### src/rtl/rv32i_pkg.sv
// Shared RV32I decode definitions: opcodes, ALU codes, operand selects and
// the decoded bundle carried from the decode stage to execute.
package rv32i_pkg;

   localparam logic [6:0] OPC_LOAD     = 7'b0000011;
   localparam logic [6:0] OPC_MISC_MEM = 7'b0001111;
   localparam logic [6:0] OPC_OP_IMM   = 7'b0010011;
   localparam logic [6:0] OPC_AUIPC    = 7'b0010111;
   localparam logic [6:0] OPC_STORE    = 7'b0100011;
   localparam logic [6:0] OPC_OP       = 7'b0110011;
   localparam logic [6:0] OPC_LUI      = 7'b0110111;
   localparam logic [6:0] OPC_BRANCH   = 7'b1100011;
   localparam logic [6:0] OPC_JALR     = 7'b1100111;
   localparam logic [6:0] OPC_JAL      = 7'b1101111;

   localparam logic [3:0] ALU_ADD  = 4'b0000;
   localparam logic [3:0] ALU_SLL  = 4'b0001;
   localparam logic [3:0] ALU_SLT  = 4'b0010;
   localparam logic [3:0] ALU_SLTU = 4'b0011;
   localparam logic [3:0] ALU_XOR  = 4'b0100;
   localparam logic [3:0] ALU_SRL  = 4'b0101;
   localparam logic [3:0] ALU_OR   = 4'b0110;
   localparam logic [3:0] ALU_AND  = 4'b0111;

   localparam logic [1:0] OPA_RS1  = 2'b00;
   localparam logic [1:0] OPA_PC   = 2'b01;
   localparam logic [1:0] OPA_ZERO = 2'b10;

   localparam logic OPB_RS2 = 1'b0;
   localparam logic OPB_IMM = 1'b1;

   // Everything execute needs from one instruction, minus the PC.
   typedef struct packed {
      logic [4:0]  rs1;
      logic [4:0]  rs2;
      logic [4:0]  rd;
      logic        rd_we;
      logic [31:0] imm;
      logic [1:0]  op_a_sel;
      logic        op_b_sel;
      logic [3:0]  alu_op;
      logic [2:0]  funct3;
      logic        funct7_bit5;
      logic        is_branch;
      logic        is_jump;
      logic        is_load;
      logic        is_store;
      logic        illegal;
   } decode_t;

   function automatic logic [31:0] imm_i(input logic [31:0] inst);
      return {{20{inst[31]}}, inst[31:20]};
   endfunction

   function automatic logic [31:0] imm_s(input logic [31:0] inst);
      return {{20{inst[31]}}, inst[31:25], inst[11:7]};
   endfunction

   function automatic logic [31:0] imm_b(input logic [31:0] inst);
      return {{19{inst[31]}}, inst[31], inst[7], inst[30:25], inst[11:8], 1'b0};
   endfunction

   function automatic logic [31:0] imm_u(input logic [31:0] inst);
      return {inst[31:12], 12'h000};
   endfunction

   function automatic logic [31:0] imm_j(input logic [31:0] inst);
      return {{11{inst[31]}}, inst[31], inst[19:12], inst[20], inst[30:21], 1'b0};
   endfunction

endpackage

### src/rtl/rv32i_decoder.sv
// Combinational RV32I instruction decoder. Illegal encodings produce a bundle
// with only the raw register fields, funct3 and the illegal flag set.
module rv32i_decoder
   import rv32i_pkg::*;
(
   input  logic [31:0] i_inst,
   output decode_t     o_dec
);

   logic [6:0] w_opcode;
   logic [2:0] w_f3;
   logic [6:0] w_f7;

   assign w_opcode = i_inst[6:0];
   assign w_f3     = i_inst[14:12];
   assign w_f7     = i_inst[31:25];

   // Opcode dispatch; each legal branch fills the controls it needs.
   always_comb begin
      o_dec        = '0;
      o_dec.rs1    = i_inst[19:15];
      o_dec.rs2    = i_inst[24:20];
      o_dec.rd     = i_inst[11:7];
      o_dec.funct3 = w_f3;
      // The 7-bit opcode match also rejects inst[1:0] != 2'b11.
      case (w_opcode)
         OPC_OP: begin
            if (w_f7 == 7'h00 || (w_f7 == 7'h20 && (w_f3 == 3'b000 || w_f3 == 3'b101))) begin
               o_dec.alu_op      = {1'b0, w_f3};
               o_dec.funct7_bit5 = i_inst[30];
               o_dec.op_a_sel    = OPA_RS1;
               o_dec.op_b_sel    = OPB_RS2;
               o_dec.rd_we       = 1'b1;
            end else begin
               o_dec.illegal = 1'b1;
            end
         end
         OPC_OP_IMM: begin
            if ((w_f3 == 3'b001 && w_f7 != 7'h00) ||
                (w_f3 == 3'b101 && w_f7 != 7'h00 && w_f7 != 7'h20)) begin
               o_dec.illegal = 1'b1;
            end else begin
               o_dec.alu_op      = {1'b0, w_f3};
               // Only SRAI uses inst[30]; ADDI with a negative immediate stays ADD.
               o_dec.funct7_bit5 = (w_f3 == 3'b101) ? i_inst[30] : 1'b0;
               o_dec.imm         = imm_i(i_inst);
               o_dec.op_b_sel    = OPB_IMM;
               o_dec.rd_we       = 1'b1;
            end
         end
         OPC_LUI: begin
            o_dec.op_a_sel = OPA_ZERO;
            o_dec.op_b_sel = OPB_IMM;
            o_dec.imm      = imm_u(i_inst);
            o_dec.alu_op   = ALU_ADD;
            o_dec.rd_we    = 1'b1;
         end
         OPC_AUIPC: begin
            o_dec.op_a_sel = OPA_PC;
            o_dec.op_b_sel = OPB_IMM;
            o_dec.imm      = imm_u(i_inst);
            o_dec.alu_op   = ALU_ADD;
            o_dec.rd_we    = 1'b1;
         end
         OPC_JAL: begin
            o_dec.op_a_sel = OPA_PC;
            o_dec.op_b_sel = OPB_IMM;
            o_dec.imm      = imm_j(i_inst);
            o_dec.alu_op   = ALU_ADD;
            o_dec.is_jump  = 1'b1;
            o_dec.rd_we    = 1'b1;
         end
         OPC_JALR: begin
            if (w_f3 == 3'b000) begin
               o_dec.op_a_sel = OPA_RS1;
               o_dec.op_b_sel = OPB_IMM;
               o_dec.imm      = imm_i(i_inst);
               o_dec.alu_op   = ALU_ADD;
               o_dec.is_jump  = 1'b1;
               o_dec.rd_we    = 1'b1;
            end else begin
               o_dec.illegal = 1'b1;
            end
         end
         OPC_BRANCH: begin
            if (w_f3 == 3'b010 || w_f3 == 3'b011) begin
               o_dec.illegal = 1'b1;
            end else begin
               o_dec.op_a_sel  = OPA_RS1;
               o_dec.op_b_sel  = OPB_RS2;
               o_dec.imm       = imm_b(i_inst);
               o_dec.is_branch = 1'b1;
               if (w_f3[2] == 1'b0) begin
                  // BEQ/BNE compare via SUB and the zero flag.
                  o_dec.alu_op      = ALU_ADD;
                  o_dec.funct7_bit5 = 1'b1;
               end else if (w_f3[1] == 1'b0) begin
                  o_dec.alu_op = ALU_SLT;
               end else begin
                  o_dec.alu_op = ALU_SLTU;
               end
            end
         end
         OPC_LOAD: begin
            if (w_f3 == 3'b011 || w_f3 == 3'b110 || w_f3 == 3'b111) begin
               o_dec.illegal = 1'b1;
            end else begin
               o_dec.op_a_sel = OPA_RS1;
               o_dec.op_b_sel = OPB_IMM;
               o_dec.imm      = imm_i(i_inst);
               o_dec.alu_op   = ALU_ADD;
               o_dec.is_load  = 1'b1;
               o_dec.rd_we    = 1'b1;
            end
         end
         OPC_STORE: begin
            if (w_f3 > 3'b010) begin
               o_dec.illegal = 1'b1;
            end else begin
               o_dec.op_a_sel = OPA_RS1;
               o_dec.op_b_sel = OPB_IMM;
               o_dec.imm      = imm_s(i_inst);
               o_dec.alu_op   = ALU_ADD;
               o_dec.is_store = 1'b1;
            end
         end
         OPC_MISC_MEM: begin
            // FENCE is a legal no-op in this pipeline.
         end
         default: begin
            o_dec.illegal = 1'b1;
         end
      endcase
      // x0 is never written.
      if (o_dec.rd == 5'd0) o_dec.rd_we = 1'b0;
   end

endmodule

### src/rtl/rv32i_decode_stage.sv
// RV32I decode pipeline stage: decodes the fetched instruction and registers
// the bundle behind a valid/ready output with an optional 2-entry skid buffer.
//
// Handshake: a transfer happens on a rising edge where valid && ready are both
// high; a producer holds valid and payload stable until that edge, and ready
// carries no dependency on the same-cycle valid (with SKID_EN=1 it is a flop).
module rv32i_decode_stage
   import rv32i_pkg::*;
#(
   parameter bit SKID_EN = 1'b1
)(
   input  logic        clk,
   input  logic        rst_n,
   input  logic        flush,
   input  logic        in_valid,
   output logic        in_ready,
   input  logic [31:0] in_inst,
   input  logic [31:0] in_pc,
   output logic        out_valid,
   input  logic        out_ready,
   output logic [31:0] out_pc,
   output logic [4:0]  out_rs1,
   output logic [4:0]  out_rs2,
   output logic [4:0]  out_rd,
   output logic        out_rd_we,
   output logic [31:0] out_imm,
   output logic [1:0]  out_op_a_sel,
   output logic        out_op_b_sel,
   output logic [3:0]  out_alu_op,
   output logic [2:0]  out_funct3,
   output logic        out_funct7_bit5,
   output logic        out_is_branch,
   output logic        out_is_jump,
   output logic        out_is_load,
   output logic        out_is_store,
   output logic        out_illegal
);

   decode_t     w_dec;
   logic        w_in_ready;
   logic        w_accept;
   logic        w_drain;

   logic        r_main_valid;
   decode_t     r_main;
   logic [31:0] r_main_pc;
   logic        r_skid_valid;
   decode_t     r_skid;
   logic [31:0] r_skid_pc;

   rv32i_decoder u_decoder (
      .i_inst (in_inst),
      .o_dec  (w_dec)
   );

   assign w_in_ready = SKID_EN ? !r_skid_valid : (!r_main_valid || out_ready);
   assign w_accept   = in_valid && w_in_ready;
   assign w_drain    = r_main_valid && out_ready;

   // Main/skid pipeline registers: refill main from skid first to keep order.
   always_ff @(posedge clk or negedge rst_n) begin
      if (!rst_n) begin
         r_main_valid <= 1'b0;
         r_main       <= '0;
         r_main_pc    <= '0;
         r_skid_valid <= 1'b0;
         r_skid       <= '0;
         r_skid_pc    <= '0;
      end else if (flush) begin
         r_main_valid <= 1'b0;
         r_skid_valid <= 1'b0;
      end else if (!r_main_valid || w_drain) begin
         if (r_skid_valid) begin
            r_main       <= r_skid;
            r_main_pc    <= r_skid_pc;
            r_main_valid <= 1'b1;
            r_skid_valid <= 1'b0;
         end else if (w_accept) begin
            r_main       <= w_dec;
            r_main_pc    <= in_pc;
            r_main_valid <= 1'b1;
         end else begin
            r_main_valid <= 1'b0;
         end
      end else if (w_accept) begin
         // Main is stalled: park the new bundle in the skid entry.
         r_skid       <= w_dec;
         r_skid_pc    <= in_pc;
         r_skid_valid <= 1'b1;
      end
   end

   assign in_ready        = w_in_ready;
   assign out_valid       = r_main_valid;
   assign out_pc          = r_main_pc;
   assign out_rs1         = r_main.rs1;
   assign out_rs2         = r_main.rs2;
   assign out_rd          = r_main.rd;
   assign out_rd_we       = r_main.rd_we;
   assign out_imm         = r_main.imm;
   assign out_op_a_sel    = r_main.op_a_sel;
   assign out_op_b_sel    = r_main.op_b_sel;
   assign out_alu_op      = r_main.alu_op;
   assign out_funct3      = r_main.funct3;
   assign out_funct7_bit5 = r_main.funct7_bit5;
   assign out_is_branch   = r_main.is_branch;
   assign out_is_jump     = r_main.is_jump;
   assign out_is_load     = r_main.is_load;
   assign out_is_store    = r_main.is_store;
   assign out_illegal     = r_main.illegal;

endmodule
### config.mk
export PLATFORM = sky130hd
export DESIGN_NAME = rv32i_decode_stage
export DESIGN_NICKNAME = d
export VERILOG_FILES = /design/src/rtl/rv32i_pkg.sv /design/src/rtl/rv32i_decoder.sv /design/src/rtl/rv32i_decode_stage.sv
export SDC_FILE = /design/constraint.sdc
export NUM_CORES = 1
export LEC_CHECK = 0
export CAP_MARGIN = 20
export CORE_MARGIN = 5
export CORE_UTILIZATION = 49
export CTS_BUF_LIST = sky130_fd_sc_hd__clkbuf_4 sky130_fd_sc_hd__clkbuf_8
export DETAILED_ROUTE_END_ITERATION = 8
export PLACE_DENSITY = 0.89
export SLEW_MARGIN = 30
export SYNTH_ARGS = -nofsm -noshare
export SYNTH_HDL_FRONTEND = slang
export SYNTH_HIERARCHICAL = 1
export SYNTH_SLANG_ARGS = --single-unit
export TNS_END_PERCENT = 50
### constraint.sdc
create_clock -name clk -period 1.5 [get_ports clk]
set_input_delay 0.225 -clock clk [delete_from_list [all_inputs] [get_ports clk]]
set_output_delay 0.225 -clock clk [all_outputs]
set_load 0.005 [all_outputs]
==> results.yml <==
run_status:
  status: "finished with violations"
  violations: "negative setup slack"
worst_setup_path:
  r2r-start: "r_skid_valid"
  cp.arrival_ns: 2.19
  r2r_cells: 7
  critical_path_required_ns: 1.92
  startpoint_type: "primary input"
  r2r_slack_ns: -0.25
  cp_max_fo: 6
  cp-end-kind: "register"
  crit_type: "in2reg"
  reg2reg_to: "r_skid[45]"
logic_synthesis:
  synth_edf_count: 0
  synthesis.nets: 761
  seq_area_frac_synth_pct: 51.3
  synth_warnings: 6
  synth_area_mm2: 0.00945
  async_flop_share_pct: 100
  synth_area_per_cell_um2: 13.7
  syn-instance-count: 692
  ys_types: 53
  ys_ff_latch: 194
  synthFlopType: "dfrtp_1"
floorplan:
  fp.dieW_um: 149
  die_area_mm2: 0.0222
  start_util_pct: 50.2
  row_count: 50
  die-height_um: 149
  ios: 167
  core_area_mm2: 0.0188
global_route:
  grt_overflow: 0
  track_usage_pct: 22.2
  grt_pass1_wl_mm: 39.0
  antenna_found_initial: 0
  grt_max_degree: 50
  grt_pass1_vias: 7214
final_layout:
  final_nets: 1037
  insertedDiodeCount: 0
  final_cell_count_no_fill: 1241
  final_cell_area_mm2: 0.0139
  drive_above_1_share_pct: 53.7
  synthToLayoutAreaGrowth_pct: 47.0
  finish.utilization_pct: 73.8
  nFillCells: 1142
place:
  pre_cts_ws_ns: -1.07
  dp.cells: 1164
  port_buffers: 166
  routabilityCongestion: 0.889
  hpwl_mm: 17.0
  dpl_cell_area_mm2: 0.0122
drt:
  routed_via_density: 5.42
  first_iter_violations: 350
  drtAntennaViolNets: 0
  top_layer_used: "met4"
  met1_length_mm: 11.2
  wl_met2_mm: 13.5
  wl_met3_mm: 1.22
  finalWirelength_mm: 26.7
  vias: 6723
  drc: 0
  wire_per_inst_um: 21.5
  dr.pass1.iters: 4
clocking:
  htree_levels: 4
  tritoncts: "done"
  cts-buffers-inserted: 17
  cts_buffer_depth: 2
  clockRootBuffer: "clkbuf_8"
  path_clk_slew_ns: 0.10
  worst_skew_pair.late_latency_ns: 0.47
  clkSinkCount: 194
sta:
  finalSetupViolCount: 193
  setup_slack_ns: -0.272
  fmax_mhz: 564
  skew_ns: 0.0140
  hold_viol: 0
  rsz0062_at_grt: "yes"
  finalCritPeriodShare_pct: 118
  period_minus_slack_ns: 1.77
  slew_violations: 0
  fin_tns_setup_ns: -39.26
  hold_slack_ns: 0.159
job:
  drv_cap: 0
hold_path:
  whs_endpoint: "r_skid[6]"
  holdCritPathClass: "in2reg"
  hold_path_depth: 3
  worst_hold_startpoint: "in_inst[12]"
power_and_ir_drop:
  peakVddDrop_v: 0.000609
  total_leakage_power_nw: 7.29
  p_total_mw: 12.4
  p_per_area_mw_per_mm2: 890
## area by class of cell
type	count	area (um2)	share of cell area [%]
multi-input cells	433	4780	34.4
clock buffers	18	248	1.78
well taps	260	325	2.34
repair buffers	317	3490	25.1
flip-flops and latches	194	4860	35.0
clock inverters	14	170	1.22
inverters	5	21.3	0.153
## sequential cells by signal, summed over array words and instances, names as in the netlist, 2 cells and up
name          flops
out_pc           32
out_rs1           5
out_alu_op        4
out_op_a_sel      2
out_funct3        3
out_rd            5
r_skid_pc        32
r_skid           64
out_rs2           5
out_imm          32
## placed cells by master (no fill, tap or decap), drive strengths merged, types with 6 or more instances in the layout
cell type / synthesis / routed
buf: 54 / 149
dlymetal6s2s: 0 / 52
clkinv: 0 / 6
clkdlybuf4s15: 0 / 8
a22o: 6 / 6
nor2: 13 / 13
mux2: 288 / 288
o21ai: 9 / 9
nand3: 6 / 6
o21a: 8 / 8
dlygate4sd2: 0 / 47
dfrtp: 194 / 194
clkbuf: 6 / 28
nand2: 36 / 36
nor3: 8 / 8
inv: 5 / 11
a21o: 9 / 9
clkdlybuf4s50: 0 / 49
## critical path, cell delays in order
cell     delay [ns]
buf_8          0.10
nor4_4         0.39
a31oi_4        0.14
or3_4          0.40
buf_6          0.13
a41o_4         0.28
buf_12         0.16
nand2_2        0.07
mux2_2         0.14
mux2_2         0.14
## report_power, final
group	leakage, nW	switching [mW]	internal [mW]	total, mW
Combinational	4.58	0.913	1.62	2.54
Clock	0.215	1.99	1.58	3.57
Sequential	2.49	0.366	5.90	6.27
## kinds of logic (layout without fill, tap and decap cells)
family / count (synthesis) / after routing / synth area share [%]
flops: 194 / 194 / 51.3
xor+xnor: 1 / 1 / 0.0927
buf+inv: 65 / 354 / 4.74
mux: 288 / 288 / 34.3
compound gates: 50 / 50 / 4.01
other cells: 1 / 1 / 0.0397
simple gates: 93 / 93 / 5.47
## worst max-delay path by stage
stage / from / to / slack, ns / cells after the start
final: in_inst[26] / out_imm[23] / -0.27 / 10
after global routing: r_skid_valid / out_imm[6] / -0.28 / 7
after CTS: r_skid_valid / out_imm[21] / -0.24 / 6
after detailed placement: in_inst[2] / out_funct7_bit5 / -1.07 / 9
after global placement: in_inst[2] / out_imm[19] / -1.09 / 9
after floorplan: in_inst[25] / out_imm[31] / -0.31 / 8
## layer usage
layer  vias to the layer above  global-route usage, %
met5                         -                      0
met4                         0                   6.68
met3                        53                   5.01
met2                       184                   37.7
met1                      3462                   28.6
li1                       3024                      -
## synth_stat cells, types with 4 or more instances
cell type,n,area share [%]
a21o_1,9,0.71
a21oi_1,5,0.26
a22o_1,6,0.56
buf_2,16,0.85
buf_4,21,1.7
buf_6,14,1.7
clkbuf_1,6,0.24
dfrtp_1,194,51
inv_1,5,0.20
mux2_1,28,3.3
mux2_2,260,31
nand2_1,26,1.0
nand2_2,10,0.66
nand2b_1,5,0.33
nand3_1,5,0.26
nor2_1,12,0.48
nor3_1,7,0.37
o21a_1,8,0.64
o21ai_0,7,0.37
or3_1,4,0.26
## repair_timing
item	4_1_cts	5_1_grt
hold buffers	1	0
gates cloned	5	8
pin swaps	13	12
setup buffers	26	8
endpoints found under the setup margin	286	245
hold endpoints to repair	42	0
resized for setup	168	144
No activity file was read; power rests on OpenSTA's default activity.
==> variant (config.mk and constraints unchanged) <==
`SKID_EN`: 1'b1 -> 1'b0.
--- a/src/rtl/rv32i_decode_stage.sv
+++ b/src/rtl/rv32i_decode_stage.sv
@@ -7,7 +7,7 @@
 module rv32i_decode_stage
    import rv32i_pkg::*;
 #(
-   parameter bit SKID_EN = 1'b1
+   parameter bit SKID_EN = 1'b0
 )(
    input  logic        clk,
    input  logic        rst_n,
Behaviour: not the same (Yosys sat finds a counterexample within 4 cycles, from zero or initial values and one cycle with rst_n low).
==> variant against the original RTL <==
The run still ends with negative setup slack left. Sequential cell count unchanged. Wire length decreased by 12%. Setup slack got worse by 38 ps. Cell area decreased by 11%. Fmax decreased by 2.1%. Synthesized area decreased by 8.9%. Total power decreased by 13%. First-iteration DRC count increased by 15%. Largest power group unchanged.
==> variant: results (changes against the original RTL) <==
status - finished, violations left
failing checks - negative setup slack
clk_buf instances - 17 (-1)
TritonRoute pass-1 iters - 5 (+1)
post-synthesis xor/xnor area fraction - 0.102% (+0.0090 points)
Final Wtd Congestion - 0.919 (+3.3%)
crit path time final - 1810 ps (+37.6 ps)
vias per inst - 5.22 (-3.7%)
static leakage - 6.18 nW (-15%)
Crit-path slowest cell - nor4_4
CP max stage delay - 420 ps (+20 ps)
# setup viols final - 96 (-50%)
Setup TNS Final - -16880 ps (+22380 ps)
area occupied by multi-input gates - 3600 um2 (-25%)
post-CTS resize count - 275 (+64%)
setup ws final - -309 ps (-37.6 ps)
Area contributors post-synth - dfrtp_1, mux2_2, clkbuf_1
DP Worst Slack - -1110 ps (-33.1 ps)
Non-clock buffers - 308 (-2.8%)
gr usage total - 23.1% (+0.85 points)
Compound-Gate Fraction of Synth Area - 4.40% (+0.39 points)
DPL Wire Length - 14.8 mm (-13%)
mux contribution to synthesized area - 25.1% (-9.2 points)
nets - 929 (-10%)
Layout fillers - 1130 (-1.1%)
multi-input gate count - 334 (-23%)
Tightest Hold Check Type - in -> async
synthesized net count - 748 (-1.7%)
switching share of total power - 26.8% (+0.44 points)
vias in the first global route - 6461 (-10%)
[variant: changes by cell type in the layout (fill, tap and decap cells not counted), moves of 4 or more]
cell             delta
mux2_2             -97
dlygate4sd2_1      +54
dlymetal6s2s_1     -52
buf_4               -9
nand2_4             -9
nand2_2             +8
buf_8               +5
clkbuf_16           -5
clkdlybuf4s15_1     -5
buf_2               +4
[variant: final timing paths]
path | cells past startpoint | startpoint | to | slack [ps]
max in group asynchronous | 3 | rst_n | r_skid[12] | 670
min in group clk | 4 | in_inst[13] | out_funct3[1] | 340
hold / removal | 2 | rst_n | out_pc[11] | 240
setup / recovery | 9 | in_inst[28] | out_imm[31] | -310
setup reg to reg | 7 | r_skid_valid | out_imm[25] | -220
hold reg to reg | 0 | r_skid[12] | r_skid[12] | 380
[variant: layer usage]
metal	part of all wire, %	track usage (%)	wire length (um)
met2	49	38.3	11600
met3	6.9	6.20	1620
met4	2.3	7.80	545
met1	41	29.5	9670
met5	0	0	0
